## src/rtl/seq_divider.sv

```systemverilog
// seq_divider -- sequential restoring divider, one quotient bit per clock.
//
// Parameters:
//   WIDTH  operand/result width in bits (2..32)
//   SIGNED 0 = unsigned operands, 1 = two's-complement operands
//
// Ports:
//   clk        single clock, rising edge
//   rst        asynchronous active-high reset
//   start_n    active-low start request, sampled at clk edges while not busy
//   dividend   dividend operand, captured on an accepted start
//   divisor    divisor operand, captured on an accepted start
//   quotient   registered quotient
//   remainder  registered remainder
//   busy       high while a division is in progress (COUNT and FIX)
//   done       one-cycle pulse when quotient/remainder are updated
//   DVZ        divide-by-zero flag, held until the next accepted start
//   ovf        signed overflow flag (most-negative / -1), updated with done
//
// State table:
//   state | meaning
//   IDLE  | waiting for start_n low
//   COUNT | WIDTH restoring steps, one per cycle
//   FIX   | apply result signs, publish results, pulse done
//   ERROR | last start had a zero divisor; DVZ held high
module seq_divider #(
  parameter int WIDTH  = 8,
  parameter int SIGNED = 0
) (
  input  logic             clk,
  input  logic             rst,
  input  logic             start_n,
  input  logic [WIDTH-1:0] dividend,
  input  logic [WIDTH-1:0] divisor,
  output logic [WIDTH-1:0] quotient,
  output logic [WIDTH-1:0] remainder,
  output logic             busy,
  output logic             done,
  output logic             DVZ,
  output logic             ovf
);

  localparam int CW = $clog2(WIDTH);

  typedef enum logic [1:0] {IDLE, COUNT, FIX, ERROR} state_t;

  state_t           state;
  logic [CW-1:0]    cnt;
  // dq shifts the dividend out of its MSB while quotient bits enter at the LSB
  logic [WIDTH-1:0] dq;
  logic [WIDTH-1:0] part;
  logic [WIDTH-1:0] dvs;
  logic             q_neg;
  logic             r_neg;
  logic             ovf_pend;

  logic             dividend_neg;
  logic             divisor_neg;
  logic [WIDTH-1:0] dividend_mag;
  logic [WIDTH-1:0] divisor_mag;
  logic             ovf_case;
  logic [WIDTH:0]   shifted;
  logic [WIDTH:0]   trial;

  always_comb begin
    dividend_neg = (SIGNED != 0) && dividend[WIDTH-1];
    divisor_neg  = (SIGNED != 0) && divisor[WIDTH-1];
    // magnitude of the most-negative value is 2^(WIDTH-1), still fits unsigned
    dividend_mag = dividend_neg ? (~dividend + 1'b1) : dividend;
    divisor_mag  = divisor_neg  ? (~divisor + 1'b1)  : divisor;
    ovf_case     = (SIGNED != 0) &&
                   (dividend == {1'b1, {(WIDTH-1){1'b0}}}) &&
                   (&divisor);
    shifted      = {part, dq[WIDTH-1]};
    // trial[WIDTH] set means the subtraction went negative -> restore
    trial        = shifted - {1'b0, dvs};
  end

  always_ff @(posedge clk or posedge rst) begin
    if (rst) begin
      state     <= IDLE;
      cnt       <= '0;
      dq        <= '0;
      part      <= '0;
      dvs       <= '0;
      q_neg     <= 1'b0;
      r_neg     <= 1'b0;
      ovf_pend  <= 1'b0;
      quotient  <= '0;
      remainder <= '0;
      busy      <= 1'b0;
      done      <= 1'b0;
      DVZ       <= 1'b0;
      ovf       <= 1'b0;
    end else begin
      done <= 1'b0;
      case (state)
        IDLE, ERROR: begin
          if (!start_n) begin
            if (divisor != '0) begin
              dq       <= dividend_mag;
              dvs      <= divisor_mag;
              part     <= '0;
              cnt      <= '0;
              q_neg    <= dividend_neg ^ divisor_neg;
              r_neg    <= dividend_neg;
              ovf_pend <= ovf_case;
              DVZ      <= 1'b0;
              busy     <= 1'b1;
              state    <= COUNT;
            end else begin
              DVZ   <= 1'b1;
              state <= ERROR;
            end
          end
        end
        COUNT: begin
          dq <= {dq[WIDTH-2:0], ~trial[WIDTH]};
          if (!trial[WIDTH]) part <= trial[WIDTH-1:0];
          else               part <= shifted[WIDTH-1:0];
          if (cnt == CW'(WIDTH-1)) state <= FIX;
          else                     cnt   <= cnt + 1'b1;
        end
        FIX: begin
          quotient  <= q_neg ? (~dq + 1'b1)   : dq;
          remainder <= r_neg ? (~part + 1'b1) : part;
          ovf       <= ovf_pend;
          done      <= 1'b1;
          busy      <= 1'b0;
          cnt       <= '0;
          state     <= IDLE;
        end
        default: state <= IDLE;
      endcase
    end
  end

endmodule

```

## config.mk

```make
export PLATFORM = sky130hd
export DESIGN_NAME = seq_divider
export DESIGN_NICKNAME = d
export VERILOG_FILES = /design/src/rtl/seq_divider.sv
export SDC_FILE = /design/constraint.sdc
export NUM_CORES = 1
export LEC_CHECK = 0
export CAP_MARGIN = 5
export CORE_MARGIN = 5
export CORE_UTILIZATION = 57
export DETAILED_ROUTE_END_ITERATION = 12
export GPL_TIMING_DRIVEN = 1
export PLACE_DENSITY = 0.87
export SETUP_SLACK_MARGIN = 0.1
export SLEW_MARGIN = 20
export SYNTH_ARGS = -nofsm -noshare
export SYNTH_HDL_FRONTEND = slang
export SYNTH_SLANG_ARGS = --single-unit
```

## constraint.sdc

```tcl
create_clock -name clk -period 8.35 [get_ports clk]
set_input_delay 1.2525 -clock clk [delete_from_list [all_inputs] [get_ports clk]]
set_output_delay 1.2525 -clock clk [all_outputs]
set_load 0.02 [all_outputs]
```

Word-level counts from Yosys, hierarchy flattened:

Cells that the tools add are included.

* logic and storage cells: 53
* bits of input ports: 19
* flip-flop bits (word level): 48
* output and inout port bits: 20

* bitwise logic cells: 2
* muxes and demuxes: 20
* $add $sub $neg: 2
* reductions and logical operators: 11
* equal/unequal tests: 8

Operator list (count)
* $mux 8: 5
* $pmux 8 s2: 2
* $reduce_and 3->1: 4
* $mux 3: 3
* $pmux 3 s3: 1
* $sub 9x8->9: 1
* $ne 2x2->1 const B: 4
* $reduce_bool 8->1: 1
* $mux 2: 3
* $pmux 2 s3: 1
* $eq 2x2->1 const B: 2
* $mux 1: 4
* $reduce_and 2->1: 2
* $reduce_bool 2->1: 2
* $add 3x1->3 const B: 1
* $eq 3x3->1 const B: 1
* $eq 2x1->1 const B: 1
* $logic_not 2->1: 1
* $not 1->1: 2
* $pmux 1 s2: 1
* $reduce_or 2->1: 1

Depth between registers and ports, before layout:

* word-level depth: 4
* depth in mapped cells: 10
* gate-level depth less buffers: 10

Worst setup path after synthesis:

Ideal clock, no wire load.

* path kind: input-to-reg
* from: in divisor[2]
* to: reg dq[0]
* setup time: 0.135 ns
* required time: 8.215 ns
* arrival time: 2.661 ns
* buffers on the path: 1
* setup slack: 5.554 ns
* stages: 6
* path through: or4_1 nor2_1 nor3_1 a21oi_1 clkbuf_1 o21ai_0

* word-level cells in the longest chain between the ends: 3

RTL lines
* from (decl): RTL line 34 `input logic [WIDTH-1:0] divisor,`
* $reduce_bool 8->1: RTL line 100 `if (divisor != '0) begin`
* $ne 2x2->1 (no line)
* $reduce_and 3->1 (no line)
* to (signal assigned): RTL line 101 `dq <= dividend_mag;`
* to (signal assigned): RTL line 118 `dq <= {dq[WIDTH-2:0], ~trial[WIDTH]};`
* to (decl): RTL line 50 `logic [WIDTH-1:0] dq;`

No other way between the ends.
A chain may end at the register's enable or synchronous reset.

Final worst setup path:

* from: reg dq[7]
* to: reg part[0]

* word-level cells in the longest chain between the ends: 3

RTL lines
* $sub 9x8->9: RTL line 76 `trial = shifted - {1'b0, dvs};`
* $mux 8 (*): RTL line 119 `if (!trial[WIDTH]) part <= trial[WIDTH-1:0];`
* $pmux 8 s2 (*): RTL line 97 `case (state)`
* to (signal assigned): RTL line 119
* to (signal assigned): RTL line 120 `else part <= shifted[WIDTH-1:0];`
* to (decl): RTL line 51 `logic [WIDTH-1:0] part;`

Every way passes the cells marked *; elsewhere a longest branch is shown, timed or not.

==> impl_results.md <==
- Leak pwr: around 1.4 nW
- Crit-path cells: inv_1, ha_1, inv_1, fa_1, a211oi_2, nor3_2, mux2i_1, a2111oi_4, mux2i_1, a32o_2
- CTS tree: built
- TritonCTS buffer count: 5
- Placed instance area: 0.00285 sq mm
- Post-CTS sizing: 0
- Die span in y: roughly 75 microns
- Clk network pwr share: 0.130
- RSZ-0062 raised after global routing: false
- IO Port Bufs: 37
- DRC: 0
- Crit path buf inv count: 2
- Int Power: about 0.74 mW
- Core area: just over 0.004 sq mm
- Slowest cell on crit path: a2111oi_4
- Worst-path clk slew: 0.08 ns
- Reg2reg path depth: 10
- Total gr overflow: 0
- Fraction of layout cells with a size suffix above 1: 0.124
- Final instance area: about 0.0030 sq mm
- TritonRoute pass-1 iters: 4
- Hold Vio Cnt, Final: 0
- Vias in the first global route: roughly 1,900
- CP arrival: approximately 3.3 ns
- Post-Syn Area per Cell: 10.7 sq um
- Chip width: 75.4 microns
- H-tree depth: 2
- Sequential power share: 0.315
- Hold Path Depth: 1
- Synth cell types: 37
- Worst Setup SP: dq[7]
- Commonest non-fill, non-tap cell in the layout: dfrtp_1
- CP Max Fanout: 10
- Final setup TNS: 0 ns
- Nets: approximately 300
- Area growth from synthesis to layout: 21.1%
- Ys async rst share: 1.00
- Final worst-path cycle share: 0.370
- Max_slew headroom: 0.341
- I/O pin cnt: 39
- Post-synth EDFFs: 0
- Placer Congestion: around 0.76
- Worst-Margin Slew: slightly below 1 ns
- Initial DRC Count: 42
- Maximum capacitance violations: 0
- Antenna viol nets, final: 0
- Max incr delay on CP: approximately 0.80 ns
- Row count: 23
- Final WL: between 4000 and 5000 microns
- Initial antenna violation count: 0
- Combinational power share: 0.555
- Diodes inserted: 0
- Net Sw Frac: 0.409
- Syn. warnings: 0
- Worst Hold Class: flop to flop
- Net count after synthesis: 260
- Post-CTS Setup Repair Bufs: 0
- Switch Pwr: approximately 0.5 mW
- CP startpoint kind: flop
- Clock Tree Buf Depth: 2
- Die area: about 0.0057 sq mm
- Worst Skew: 0.00929 ns
- DR vias: about 1,800
- Synth Register Bits: between 40 and 50
- Worst reg2reg path startpoint: dq[7]
- Initial Util: 0.597
- CTS Sinks: 48
- Max-slew violations: 0
- Most frequent cells in the layout: 48 x dfrtp_1, 37 x clkdlybuf4s50_1, 31 x nand2_1
- Critical path's top delay family: compound AO/OA/AOI/OAI gates
- Critical Path Stages: 10
- Post-Syn Area: roughly 0.0024 sq mm
- Req. time, crit path: around 8.5 ns
- Routed WL per cell: between 15 and 20 microns
- Clk root buf: clkbuf_8
- Kind of critical path: flop to flop
- Pin count of the biggest net entering global routing: 49
- Synthesized instance count: around 230
- CP endpoint kind: flop
- Min-delay src: cnt[0]
- Peak supply drop: ~0.00022 V
- Filler instances: between 300 and 400
- Pwr dens: roughly 430 mW/mm^2
- Detailed Place HPWL: roughly 3700 microns
- Achievable frequency: 0.324 GHz
- Sequential cell area fraction in the yosys report: 0.492
- Global Route Usage Sum: 0.199
- First-pass GRT wire length: ~8700 microns
- Hold buffer count at CTS: 0
- Post-synth top flop: dfrtp_1
- Via-to-Cell Ratio: 5.65
- Status: complete, no violations
- Setup-failing EPs final: 0
- Clock period minus worst slack: 3.09 ns
- Skew-Pair Late Insertion Delay: roughly 0.3 ns
## sequential cells by signal, indices dropped and copies added, names as in the netlist
register,cells
busy,1
dq,8
DVZ,1
part,8
cnt,3
done,1
quotient,8
dvs,8
state,2
remainder,8
## power groups by stage
stage               clock network (mW)  logic [mW]  registers, mW
floorplan                            0       0.457          0.432
global placement                     0       0.674          0.394
detailed placement                   0       0.697          0.400
CTS                              0.166       0.702          0.396
global route                     0.175       0.777          0.409
finish                           0.163       0.697          0.396
## cells by family (layout without fill, tap and decap cells)
| logic type | Yosys count | in the layout | synth area share |
|---|---|---|---|
| compound gates | 50 | 50 | 0.132 |
| xor+xnor | 5 | 5 | 0.0180 |
| fa+ha+maj | 13 | 13 | 0.0697 |
| buf+inv | 25 | 63 | 0.0400 |
| flops | 48 | 48 | 0.492 |
| mux | 35 | 35 | 0.153 |
| other cells | 1 | 1 | 0.00154 |
| simple gates | 51 | 51 | 0.0939 |
## worst register-to-register path, cell delays in order, from the launching register on
cell       delay (ns)
dfrtp_1          0.41
inv_1            0.10
ha_1             0.17
inv_1            0.06
fa_1             0.43
a211oi_2         0.30
nor3_2           0.09
mux2i_1          0.15
a2111oi_4        0.80
mux2i_1          0.18
a32o_2           0.29
## through the flow
step / hold slack, ns / cells / total power, mW / utilization / setup WS (ns)
3_5_place_dp: 0.480 / 308 / 1.10 / 0.697 / 4.96
4_1_cts: 0.492 / 316 / 1.26 / 0.723 / 5.24
6_report: 0.491 / 316 / 1.26 / 0.723 / 5.26
2_1_floorplan: 0.457 / 228 / 0.890 / - / 5.55
5_1_grt: 0.522 / 316 / 1.36 / 0.723 / 5.12
3_3_place_gp: 0.470 / 308 / 1.07 / 0.697 / 4.99
## layout make-up
class / instances / area (sq um) / share of cell area
well taps: 50 / 62.6 / 0.0212
clock inverters: 2 / 35.0 / 0.0119
multi-input cells: 155 / 1140 / 0.386
clock buffers: 6 / 72.6 / 0.0246
flip-flops and latches: 48 / 1200 / 0.406
inverters: 17 / 65.1 / 0.0220
repair buffers: 38 / 378 / 0.128
## synth_stat cells, drive strengths merged (2+ instances only)
| cell type | instances | area share |
|---|---|---|
| mux2 | 18 | 0.083 |
| xor2 | 2 | 0.0072 |
| o21ai | 26 | 0.053 |
| ha | 12 | 0.062 |
| inv | 17 | 0.026 |
| nor2 | 6 | 0.0092 |
| dfrtp | 48 | 0.49 |
| buf | 2 | 0.0046 |
| a22o | 2 | 0.0072 |
| nand2 | 31 | 0.048 |
| a21oi | 11 | 0.023 |
| or4 | 2 | 0.0062 |
| o21a | 2 | 0.0062 |
| nor3 | 3 | 0.0082 |
| nand3 | 4 | 0.0082 |
| a21o | 2 | 0.0067 |
| mux2i | 17 | 0.070 |
| clkbuf | 6 | 0.0092 |
| xnor2 | 3 | 0.011 |
## worst paths after layout
path	end	slack [ns]
min in group asynchronous	quotient[3]	1.40
hold / removal	cnt[0]	0.49
setup reg to reg	part[0]	5.26
hold reg to reg	cnt[0]	0.49
max in group asynchronous	part[5]	6.44
setup / recovery	part[0]	5.26
## per-layer routing
layer	up-vias	GRT usage	routed length, microns
li1	864	-	-
met1	876	0.258	2190
met2	38	0.338	2480
met3	7	0.0330	225
met4	0	0.0680	61
met5	-	0	0
(Power assumes the default switching activity.)
